--- config.mk ---
export PLATFORM = sky130hd
export DESIGN_NAME = uart_rx_flat
export DESIGN_NICKNAME = d
export VERILOG_FILES = /design/src/rtl/uart_pkg.sv /design/src/rtl/uart_rx_if.sv /design/src/rtl/uart_rx_fifo.sv /design/src/rtl/uart_rx.sv /design/src/flat_wrapper.sv
export SDC_FILE = /design/constraint.sdc
export NUM_CORES = 1
export LEC_CHECK = 0
export ABC_AREA = 0
export BUFFER_PORTS_ARGS = -buffer_cell sky130_fd_sc_hd__buf_2
export CELL_PAD_IN_SITES_DETAIL_PLACEMENT = 1
export CELL_PAD_IN_SITES_GLOBAL_PLACEMENT = 1
export CORE_MARGIN = 2
export CORE_UTILIZATION = 52
export CTS_CLUSTER_DIAMETER = 60
export CTS_CLUSTER_SIZE = 20
export DETAILED_ROUTE_END_ITERATION = 10
export PLACE_DENSITY = 0.93
export SLEW_MARGIN = 0
export SYNTH_ARGS = -nofsm -noshare
export SYNTH_HDL_FRONTEND = slang
export SYNTH_HIERARCHICAL = 1
export SYNTH_SLANG_ARGS = --single-unit
--- constraint.sdc ---
create_clock -name CLK -period 4.3 [get_ports CLK]
set_input_delay 0.86 -clock CLK [delete_from_list [all_inputs] [get_ports CLK]]
set_output_delay 0.86 -clock CLK [all_outputs]
set_load 0.05 [all_outputs]
--- src/rtl/uart_pkg.sv ---
// Constants and types shared by the UART transmitter and receiver.
package uart_pkg;

  localparam int FrameWidth = 10;
  localparam int DataWidth  = 8;

  typedef enum logic [2:0] {
    IDLE,
    START,
    DATA,
    STOP,
    BREAK
  } rx_state_t;

  function automatic int ticks_per_bit(input int clk_hz, input int baud);
    return clk_hz / baud;
  endfunction

endpackage

--- src/rtl/uart_rx_if.sv ---
// Byte stream from the receiver to its consumer plus error pulses.
// The receiver is the master; the consumer drives i_ready.
interface uart_rx_if
  import uart_pkg::*;
();

  logic [DataWidth-1:0] o_frame;
  logic                 o_valid;
  logic                 i_ready;
  logic                 o_frame_error;
  logic                 o_overrun;

  modport master (
    output o_frame,
    output o_valid,
    output o_frame_error,
    output o_overrun,
    input  i_ready
  );

  modport slave (
    input  o_frame,
    input  o_valid,
    input  o_frame_error,
    input  o_overrun,
    output i_ready
  );

endinterface

--- src/rtl/uart_rx_fifo.sv ---
// Circular byte FIFO with combinational head read; pushes when full are dropped
// and flagged by a registered one-cycle overrun pulse, unless a pop frees the slot.
module uart_rx_fifo #(
  parameter int Depth = 2,
  parameter int Width = 8
) (
  input  logic             CLK,
  input  logic             RST,
  input  logic             push,
  input  logic [Width-1:0] push_dat,
  input  logic             pop,
  output logic [Width-1:0] pop_dat,
  output logic             full,
  output logic             empty,
  output logic             overrun
);

  localparam int AW = $clog2(Depth);

  logic [Width-1:0] mem [Depth];
  logic [AW:0]      head;
  logic [AW:0]      tail;
  logic             do_push;
  logic             do_pop;

  // Extra pointer MSB distinguishes full from empty so every slot is usable.
  assign empty   = (head == tail);
  assign full    = (head[AW-1:0] == tail[AW-1:0]) && (head[AW] != tail[AW]);
  assign do_pop  = pop && !empty;
  assign do_push = push && (!full || do_pop);
  assign pop_dat = mem[tail[AW-1:0]];

  always_ff @(posedge CLK or negedge RST) begin
    if (!RST) begin
      head    <= '0;
      tail    <= '0;
      overrun <= 1'b0;
    end else begin
      if (do_push) head <= head + 1'b1;
      if (do_pop)  tail <= tail + 1'b1;
      overrun <= push && !do_push;
    end
  end

  always_ff @(posedge CLK) begin
    if (do_push) mem[head[AW-1:0]] <= push_dat;
  end

endmodule

--- src/rtl/uart_rx.sv ---
// 8N1 UART receiver: mid-bit sampling into a small FIFO; o_valid rises the cycle
// after the stop-bit sample. Consumer stalls via i_ready; a full FIFO drops bytes.
module uart_rx
  import uart_pkg::*;
#(
  parameter int ClockFrequency = 50_000_000,
  parameter int BaudRate       = 115200,
  parameter int BufferSize     = 2
) (
  input  logic      CLK,
  input  logic      RST,
  input  logic      i_data,
  uart_rx_if.master rx
);

  localparam int TicksPerBit = ticks_per_bit(ClockFrequency, BaudRate);
  localparam int HalfBit     = TicksPerBit / 2;
  localparam int TickW       = $clog2(TicksPerBit);
  localparam int BitW        = $clog2(DataWidth);

  localparam logic [TickW-1:0] TickLast = TickW'(TicksPerBit - 1);
  localparam logic [TickW-1:0] HalfLast = TickW'(HalfBit - 1);
  localparam logic [BitW-1:0]  BitLast  = BitW'(DataWidth - 1);

  if (TicksPerBit < 4) begin : g_chk_baud
    $error("uart_rx: ClockFrequency/BaudRate must be at least 4");
  end
  if (BufferSize < 2 || (BufferSize & (BufferSize - 1)) != 0) begin : g_chk_depth
    $error("uart_rx: BufferSize must be a power of 2 and at least 2");
  end
  if (FrameWidth != DataWidth + 2) begin : g_chk_frame
    $error("uart_rx: frame must be start + data + one stop bit");
  end

  logic                 rx_m;
  logic                 rx_s;
  rx_state_t            state;
  rx_state_t            state_nxt;
  logic [TickW-1:0]     tick;
  logic [TickW-1:0]     tick_nxt;
  logic [BitW-1:0]      bit_cnt;
  logic [BitW-1:0]      bit_nxt;
  logic [DataWidth-1:0] shift;
  logic [DataWidth-1:0] shift_nxt;
  logic                 push;
  logic                 frame_err;
  logic                 frame_err_q;
  logic                 fifo_full;
  logic                 fifo_empty;

  always_ff @(posedge CLK or negedge RST) begin
    if (!RST) begin
      rx_m <= 1'b1;
      rx_s <= 1'b1;
    end else begin
      rx_m <= i_data;
      rx_s <= rx_m;
    end
  end

  always_ff @(posedge CLK or negedge RST) begin
    if (!RST) state <= IDLE;
    else      state <= state_nxt;
  end

  always_ff @(posedge CLK or negedge RST) begin
    if (!RST) begin
      tick        <= '0;
      bit_cnt     <= '0;
      shift       <= '0;
      frame_err_q <= 1'b0;
    end else begin
      tick        <= tick_nxt;
      bit_cnt     <= bit_nxt;
      shift       <= shift_nxt;
      frame_err_q <= frame_err;
    end
  end

  always_comb begin
    state_nxt = state;
    tick_nxt  = tick;
    bit_nxt   = bit_cnt;
    shift_nxt = shift;
    push      = 1'b0;
    frame_err = 1'b0;
    case (state)
      IDLE: begin
        tick_nxt = '0;
        bit_nxt  = '0;
        if (!rx_s) state_nxt = START;
      end
      START: begin
        if (tick == HalfLast) begin
          tick_nxt  = '0;
          bit_nxt   = '0;
          // A start bit that is gone by mid-bit was a glitch.
          state_nxt = rx_s ? IDLE : DATA;
        end else begin
          tick_nxt = tick + 1'b1;
        end
      end
      DATA: begin
        if (tick == TickLast) begin
          tick_nxt  = '0;
          shift_nxt = {rx_s, shift[DataWidth-1:1]};
          bit_nxt   = bit_cnt + 1'b1;
          if (bit_cnt == BitLast) state_nxt = STOP;
        end else begin
          tick_nxt = tick + 1'b1;
        end
      end
      STOP: begin
        // Leaving at mid stop bit leaves half a bit to catch the next start edge.
        if (tick == TickLast) begin
          tick_nxt = '0;
          if (rx_s) begin
            push      = 1'b1;
            state_nxt = IDLE;
          end else begin
            frame_err = 1'b1;
            state_nxt = BREAK;
          end
        end else begin
          tick_nxt = tick + 1'b1;
        end
      end
      BREAK: begin
        tick_nxt = '0;
        if (rx_s) state_nxt = IDLE;
      end
      default: state_nxt = IDLE;
    endcase
  end

  uart_rx_fifo #(
    .Depth(BufferSize),
    .Width(DataWidth)
  ) u_fifo (
    .CLK     (CLK),
    .RST     (RST),
    .push    (push),
    .push_dat(shift),
    .pop     (rx.o_valid && rx.i_ready),
    .pop_dat (rx.o_frame),
    .full    (fifo_full),
    .empty   (fifo_empty),
    .overrun (rx.o_overrun)
  );

  assign rx.o_valid       = !fifo_empty;
  assign rx.o_frame_error = frame_err_q;

  // Full status is implied by overrun; kept as a named net for debug visibility.
  logic unused_full;
  assign unused_full = fifo_full;

endmodule

--- src/flat_wrapper.sv ---
// flat-port wrapper written by rule: the top's interface ports become plain ports
module uart_rx_flat import uart_pkg::*;
#(
  parameter int ClockFrequency = 50_000_000,
  parameter int BaudRate       = 115200,
  parameter int BufferSize     = 2
)
  (CLK, RST, i_data, rx_o_frame, rx_o_valid, rx_o_frame_error, rx_o_overrun, rx_i_ready);
  uart_rx_if rx_i ();
  input  logic CLK;
  input  logic RST;
  input  logic i_data;
  output wire logic [$bits(rx_i.o_frame)-1:0] rx_o_frame;
  output wire logic [$bits(rx_i.o_valid)-1:0] rx_o_valid;
  output wire logic [$bits(rx_i.o_frame_error)-1:0] rx_o_frame_error;
  output wire logic [$bits(rx_i.o_overrun)-1:0] rx_o_overrun;
  input wire logic [$bits(rx_i.i_ready)-1:0] rx_i_ready;
  assign rx_o_frame = rx_i.o_frame;
  assign rx_o_valid = rx_i.o_valid;
  assign rx_o_frame_error = rx_i.o_frame_error;
  assign rx_o_overrun = rx_i.o_overrun;
  assign rx_i.i_ready = rx_i_ready;
  uart_rx #(.ClockFrequency(ClockFrequency), .BaudRate(BaudRate), .BufferSize(BufferSize)) u_core (.CLK(CLK), .RST(RST), .i_data(i_data), .rx(rx_i));
endmodule
# Word-level counts from Yosys, hierarchy flattened
# Memories as Yosys holds them, arrays and structs flattened.
# Index checks and enable logic that the tools add are counted.
dict set report word_totals {
  register_bits 31
  ram_bits 16
  out_inout_bits 11
  elab_cells 71
  n_memories 1
}
dict set report classes {
  n_addsub 4
  n_eq_ne 16
  n_mux 23
  reduce_logical 17
}
# name depth width read_ports rd_ports_with_merged_regs write_ports line_no
set memory_table {}
lappend memory_table {u_core.u_fifo.mem 2 8 1 0 1 uart_rx_fifo.sv:20} ;# logic [Width-1:0] mem [Depth];
# cell count
set op_table {}
lappend op_table {{two-way mux 3 bit} 9}
lappend op_table {{case mux 9 bit (3 select lines)} 1}
lappend op_table {{two-way mux 9 bit} 2}
lappend op_table {{case mux 3 bit (5 select lines)} 1}
lappend op_table {{!= test 2 x 1 -> 1 bit, second input constant} 5}
lappend op_table {{adder 9 x 1 -> 9 bit, second input constant} 1}
lappend op_table {{equality test 9 x 8 -> 1 bit, second input constant} 1}
lappend op_table {{equality test 9 bit, second input constant} 1}
lappend op_table {{case mux 3 bit (3 select lines)} 1}
lappend op_table {{two-way mux 1 bit} 8}
lappend op_table {{equality test 3 x 2 -> 1 bit, second input constant} 2}
lappend op_table {{equality test 3 bit, second input constant} 2}
lappend op_table {{AND reduction 6 bit} 1}
lappend op_table {{nonzero test 3 bit} 2}
lappend op_table {{logical AND 1 bit} 5}
lappend op_table {{adder 2 x 1 -> 2 bit, second input constant} 2}
lappend op_table {{OR reduction 2 bit} 2}
lappend op_table {{adder 3 x 1 -> 3 bit, second input constant} 1}
lappend op_table {{equality test 3 x 1 -> 1 bit, second input constant} 1}
lappend op_table {{zero test 1 bit} 3}
lappend op_table {{zero test 3 bit} 1}
lappend op_table {{AND reduction 3 bit} 1}
lappend op_table {{equality test 2 bit} 1}
lappend op_table {{two-way mux 2 bit} 1}
lappend op_table {{other kinds (5)} 5}

# Depth between registers and ports, before layout
# Gate-level depths: netlist (run 1).
dict set report logic_depth {
  depth_word 8
  mapped_depth 9
}

# By module
# Netlist (run 1), hierarchy kept.
# mod instances cells_per_inst area_per_inst_um2 seq_area_each_um2
set modules_own_cells {}
lappend modules_own_cells {uart_rx 1 116 1262.5 653.1}
lappend modules_own_cells {uart_rx_fifo 1 55 845.8 605.6}

# Worst setup path after synthesis (run 1)
# OpenSTA, ideal clock, no wires.
dict set report synth_timing {
  path_kind {register to register}
  start {register u_core.tick[1]}
  end {memory u_core.u_fifo.mem[1][0], enable pin}
  setup_time_ns 0.375
  arrival_time_ns 1.853
  slack_ns 2.072
  stages_incl_launch_ff 9
  period_less_slack_ns 2.228
  path_cell_list {dfrtp_1 inv_1 ha_1 and4bb_2 and2_1 nand3_1 nor2_1 nand2_1 a21oi_1}
}
dict set report synth_via {
  elab_chain_len 6
}
# item line_no
set synth_lines {}
lappend synth_lines {{from (decl)} uart_rx.sv:39} ;# logic [TickW-1:0] tick;
lappend synth_lines {{from (signal assigned)} uart_rx.sv:73} ;# tick <= tick_nxt;
lappend synth_lines {{equality test 9 bit} uart_rx.sv:115} ;# if (tick == TickLast) begin
lappend synth_lines {{two-way mux 1 bit} uart_rx.sv:115}
lappend synth_lines {{two-way mux 1 bit} uart_rx.sv:87} ;# case (state)
lappend synth_lines {{net u_core.push} uart_rx.sv:45} ;# logic push;
lappend synth_lines {{logical AND 1 bit} uart_rx_fifo.sv:30} ;# assign do_push = push && (!full || do_pop);
lappend synth_lines {{two-way mux 1 bit} uart_rx_fifo.sv:46} ;# if (do_push) mem[head[AW-1:0]] <= push_dat;
lappend synth_lines {{two-way mux 1 bit (implied by the code)} uart_rx_fifo.sv:46}
lappend synth_lines {{to (decl)} uart_rx_fifo.sv:20}
# The timed path passes the listed nets, and every way through them passes these cells.

# Worst setup path in the final report (run 1)
dict set report layout_timing {
  start {register u_core.tick[1]}
  end {memory u_core.u_fifo.mem[1][5], enable pin}
}
# The elaborated chain is that of the path after synthesis.

==> impl_metrics.tcl, run 1 <==
set metrics [dict create \
    totalWireLength_microns 4530 \
    vias 1440 \
    synth_edf_count 16 \
    io_pins 15 \
    grt_antenna_before_repair 0 \
    place.gp.congestion 0.827 \
    path_cells "inv_1 -> ha_1 -> and4bb_2 -> and2_1 -> nand3_1 -> nor2_1 -> nand2_1 -> a21oi_1" \
    clock-sinks 47 \
    drc 0 \
    whs_path_depth 0 \
    cp_top_family "simple AND/OR/NAND/NOR gates" \
    grt_max_degree 32 \
    ys_seq_elements 47 \
    fin_crit_sh_pct 63.7 \
    worst_hold_path.endpoint "u_core/rx_s" \
    die_w_microns 67.7 \
    cts_tree "yes" \
    clockBufferDepth 2 \
    finalPower_w 0.00113 \
    postSynthCellCount 171 \
    r2r-end "u_core/u_fifo/mem[1][5]" \
    finClkSkew_ns 0.00799 \
    drive_gt1_share_pct 23.7 \
    yosys.area.top_type "dfrtp_1" \
    p_per_area_nw_per_um2 481 \
    post_cts_buffers 0 \
    min_period_ns 2.74 \
    ir_drop_v 0.000213 \
    die_y_microns 67.7 \
    r2r_start "u_core/tick[1]" \
    async_reset_ff_share_pct 66.0 \
    final_hold_viol_count 0 \
    io_buffers 14 \
    synth_fp_nets 180 \
    initialDrtViolationCount 103 \
    rows 23 \
    viasPerCell 6.00 \
    slowest_delay_ns 0.66 \
    grt_util_all_layers_pct 23.2 \
    ys_seq_area_share_pct 59.7 \
    dr.pass1.iters 4 \
    nNetsFinal 198 \
    avgSynthCellArea_sq_um 12.3 \
    clk_latency_ns 0.31 \
    netlist_area_sq_um 2110 \
    max_freq_ghz 0.365 \
    drv_slew 0 \
    setup_tns_ns 0 \
    path_clk_slew_ns 0.09 \
    maxCapViolations 0 \
    worstSetupStartpointType "flop" \
    ys_types 44 \
    rr_worst_depth 8 \
    crit_required_ns 4.24 \
    setup_violations 0 \
    start_util_pct 53.5 \
    cts_buffers 5 \
    htreeDepth 2 \
    crit_buf_inv 1 \
    cp-end-kind "flop" \
    detail-route-antenna-nets 0 \
    yosysMostFrequentCell "dfrtp_1" \
    yosys-top-cells-area "dfrtp_1, edfxtp_1, mux2_2" \
    dp_hpwl_microns 3320 \
    outcome "finished, final reports clean" \
    slew-limit-headroom_pct 44.8 \
    wl_per_cell_microns 18.9 \
    grt_pass1_wl_microns 7430 \
    diodes 0 \
    power_leakage_nw 1.03 \
    hp-start "u_core/rx_m" \
    cp_max_fo 8 \
    synth_warnings 6 \
    cp_slowest_cell "a21oi_1" \
    grt_pass1_vias 1494 \
    cts_resized 0 \
    syn_to_final_growth_pct 11.2 \
    dieArea_sq_um 4580 \
    grt-ovfl-total 0 \
    crit_type "flop to flop" \
    arrival_ns 2.68 \
    synth_ff_type "dfrtp_1" \
    yosys.area.top_type_share_pct 34.4 \
    ctsHoldBuffers 0 \
    root_buffer "clkbuf_8" \
    r2r_setup_slack_ns 1.56 \
    rsz0062_at_grt "no" \
    fp.coreArea_sq_um 3940 \
    synthTopCellsByCount "dfrtp_1, mux2_2, edfxtp_1" \
    hold_path_class "flop to flop" \
    worst_pin_slew_ns 0.828 \
]
-- power breakdown --
part           total [W]  switching [W]  internal, W
logic           0.000294       0.000207    0.0000866
registers       0.000499      0.0000283     0.000470
clock network   0.000334       0.000158     0.000175
total            0.00113       0.000394     0.000732
-- final cells by class --
| class | instances | area, sq um |
|---|---|---|
| Fill cell | 421 | 1600 |
| Sequential cell | 47 | 1260 |
| Multi-Input combinational cell | 112 | 803 |
| Timing Repair Buffer | 14 | 70.1 |
| Clock buffer | 5 | 68.8 |
| Tap cell | 50 | 62.6 |
| Clock inverter | 3 | 46.3 |
| Inverter | 9 | 33.8 |
-- cells by family (layout without fill, tap and decap cells) --
logic type / after synthesis / count (layout) / share of synthesized area [%]
compound gates: 29 / 29 / 9.61
mux: 18 / 18 / 9.61
fa+ha+maj: 5 / 5 / 2.97
xor+xnor: 6 / 6 / 2.49
buf+inv: 12 / 31 / 2.20
simple gates: 54 / 54 / 13.4
flops: 47 / 47 / 59.7
-- stage by stage --
stage / area (sq um) / hold WS [ns] / util (%) / instances / setup WS, ns
floorplan: 2110 / 0.345 / - / 171 / 2.07
global placement: 2230 / 0.346 / 56.5 / 232 / 1.85
detailed placement: 2230 / 0.353 / 56.5 / 232 / 1.58
CTS: 2340 / 0.366 / 59.4 / 240 / 1.57
global route: 2340 / 0.368 / 59.4 / 240 / 1.34
finish: 2340 / 0.362 / 59.4 / 240 / 1.56
-- sequential cells by signal, indices dropped and copies added (netlist names), 2 cells and up --
name	count
u_core/state	3
u_core/bit_cnt	3
u_core/shift	8
u_core/u_fifo/tail	2
u_core/u_fifo/mem	16
u_core/u_fifo/head	2
u_core/tick	9
-- per-layer routing --
layer | vias to the layer above | global-route usage [%] | share of wire (%)
met2 | 27 | 39.6 | 52
li1 | 661 | - | -
met1 | 742 | 27.3 | 42
met3 | 10 | 6.33 | 3.3
met5 | - | 0 | 0
met4 | 0 | 9.95 | 2.3
-- cells in the final DEF (no fill, tap or decap), types with 2 or more instances in the layout --
| master | count |
|---|---|
| dfrtp_1 | 29 |
| nor2_1 | 14 |
| nor3_1 | 3 |
| nand2_1 | 11 |
| a21oi_1 | 4 |
| dfstp_2 | 2 |
| inv_1 | 9 |
| nand3_1 | 10 |
| buf_2 | 14 |
| ha_1 | 5 |
| a22o_1 | 4 |
| xnor2_1 | 5 |
| o21ai_0 | 7 |
| and3_1 | 2 |
| clkbuf_8 | 5 |
| mux2_2 | 18 |
| nor2b_1 | 3 |
| edfxtp_1 | 16 |
-- worst max-delay path by stage --
stage,from,endpoint,slack (ns),depth (start not counted)
6_report,u_core/tick[1],u_core/u_fifo/mem[1][5],1.56,8
5_1_grt,u_core/tick[1],u_core/u_fifo/mem[1][6],1.34,8
4_1_cts,u_core/tick[1],u_core/u_fifo/mem[1][5],1.57,8
3_5_place_dp,u_core/tick[1],u_core/u_fifo/mem[1][4],1.58,8
3_3_place_gp,u_core/tick[1],u_core/u_fifo/mem[1][7],1.85,8
2_1_floorplan,u_core/tick[1],u_core/u_fifo/mem[1][0],2.07,8
No activity file was read; power rests on OpenSTA's default activity.
==> inputs of run 2 (changes only) <==
- CORE_UTILIZATION: 52 -> 43
- PLACE_DENSITY: 0.93 -> 0.84
- clock period: 4.3 -> 2.5 ns (I/O delays scaled with it)
==> run 2 against run 1 <==
Against the previous run: global-route usage down 5.6 points; fmax up 19%; worst hold slack worse by 0.13 ns; routed wire length down 5.1%; largest cell class unchanged; highest routed layer unchanged.
==> impl_metrics.tcl, run 2 (synthesized netlist as in run 1, its figures left out) <==
set metrics [dict create \
    clockBufferDepth 2 \
    worstSetupStartpointType "flop" \
    io_buffers 14 \
    dieArea_sq_um 5480 \
    outcome "finished, final reports clean" \
    syn_to_final_growth_pct 14.0 \
    crit_required_ns 2.52 \
    utilization_pct 50.9 \
    power_leakage_nw 1.05 \
    cp-end-kind "flop" \
    dpl_cell_area_sq_um 2290 \
    wl_per_cell_microns 16.4 \
    dr.pass1.iters 4 \
    vias 1414 \
    root_buffer "clkbuf_8" \
    maxCapViolations 0 \
    fin_area_sq_um 2400 \
    drive_gt1_share_pct 26.2 \
    setup_violations 0 \
    clock-sinks 47 \
    drv_slew 0 \
    cp_max_fo 8 \
    ir_drop_v 0.000303 \
    cts_buffers 5 \
    grt-ovfl-total 0 \
    arrival_ns 2.33 \
    place.gp.congestion 0.798 \
    grt_max_degree 32 \
    hold_path_class "input port to async pin" \
    layout_common_cells "dfrtp_1, mux2_2, edfxtp_1" \
    drc 0 \
    fp.coreArea_sq_um 4720 \
    worst_pin_slew_ns 0.707 \
    largest_register_ff_count 16 \
    min_period_ns 2.31 \
    setup_tns_ns 0 \
    final_common_cell "dfrtp_1" \
    grt_antenna_before_repair 0 \
    initialDrtViolationCount 58 \
    io_pins 15 \
    detail-route-antenna-nets 0 \
    die_w_microns 74.0 \
    post_cts_buffers 0 \
    finClkSkew_ns 0.00972 \
    rows 25 \
    startpoint "u_core/tick[1]" \
    fillers 506 \
    rsz0062_at_grt "no" \
    fin_crit_sh_pct 92.2 \
    max_freq_ghz 0.434 \
    r2r_start "u_core/tick[1]" \
    grt_util_all_layers_pct 17.6 \
    grt_pass1_wl_microns 7180 \
    viasPerCell 5.40 \
    die_y_microns 74.0 \
    clk_latency_ns 0.31 \
    nNetsFinal 203 \
    final_hold_viol_count 0 \
    totalWireLength_microns 4300 \
    dp_hpwl_microns 3030 \
    htreeDepth 2 \
    cts_tree "yes" \
    slew-limit-headroom_pct 52.8 \
    diodes 0 \
    path_clk_slew_ns 0.09 \
    start_util_pct 44.6 \
    p_per_area_nw_per_um2 813 \
    grt_pass1_vias 1506 \
    crit_type "flop to flop" \
]
## run 2: changes by cell type in the layout (fill, tap and decap cells not counted), sizes merged
cell / change
buf: +5
## run 2: metal layers
| layer | vias up | track usage [%] | share of wire [%] |
|---|---|---|---|
| met5 | - | 0 | 0 |
| met4 | 0 | 7.07 | 1.5 |
| met3 | 7 | 4.34 | 2.8 |
| met2 | 18 | 30.6 | 52 |
| met1 | 721 | 21.0 | 43 |
| li1 | 668 | - | - |
## run 2: repair_timing
item / CTS / global route
gates resized for setup: 0 / 1
endpoints found under the setup margin: 0 / 8
hold buffers: 0 / 0
## run 2: final timing paths
path                                           endpoint  slack [ns]  depth (start not counted)
min in group CLK                            u_core/rx_m        0.28                          1
worst min register to register              u_core/rx_s        0.36                          0
worst max-delay path            u_core/u_fifo/mem[1][1]        0.19                          9
worst max register to register  u_core/u_fifo/mem[1][1]        0.19                          9
worst min-delay path              u_core/u_fifo/overrun        0.23                          1
max in group asynchronous                u_core/tick[4]        1.81                          1
## run 2: cell type report
cell class                      count  area (sq um)  area share (%)
Sequential cell                    47          1260            52.4
Multi-Input combinational cell    112           805            33.5
Timing Repair Buffer               19           108            4.48
Tap cell                           67          83.8            3.49
Clock buffer                        5          68.8            2.86
Clock inverter                      3          46.3            1.93
Inverter                            9          33.8            1.41
## run 2: critical path, cell delays in order (launching register included)
cell and delay [ns]:
dfrtp_1 0.42, inv_1 0.09, ha_1 0.16, and4bb_2 0.28
and2_1 0.20, nand3_1 0.15, nor2_1 0.24, nand2_1 0.14
a21oi_1 0.14, buf_4 0.19
## run 2: power by group
group / total (W) / internal [W] / switching [W]
sequential: 0.000827 / 0.000810 / 0.0000172
clock: 0.000572 / 0.000301 / 0.000271
combinational: 0.000556 / 0.000169 / 0.000388
## run 2: through the flow
stage	setup WS [ns]	total power, W	std cells	hold slack, ns
floorplan	0.272	0.00127	171	0.204
global placement	0.326	0.00138	254	0.346
detailed placement	0.160	0.00140	254	0.349
CTS	0.104	0.00197	262	0.254
global route	0.0190	0.00204	262	0.270
finish	0.195	0.00196	262	0.233
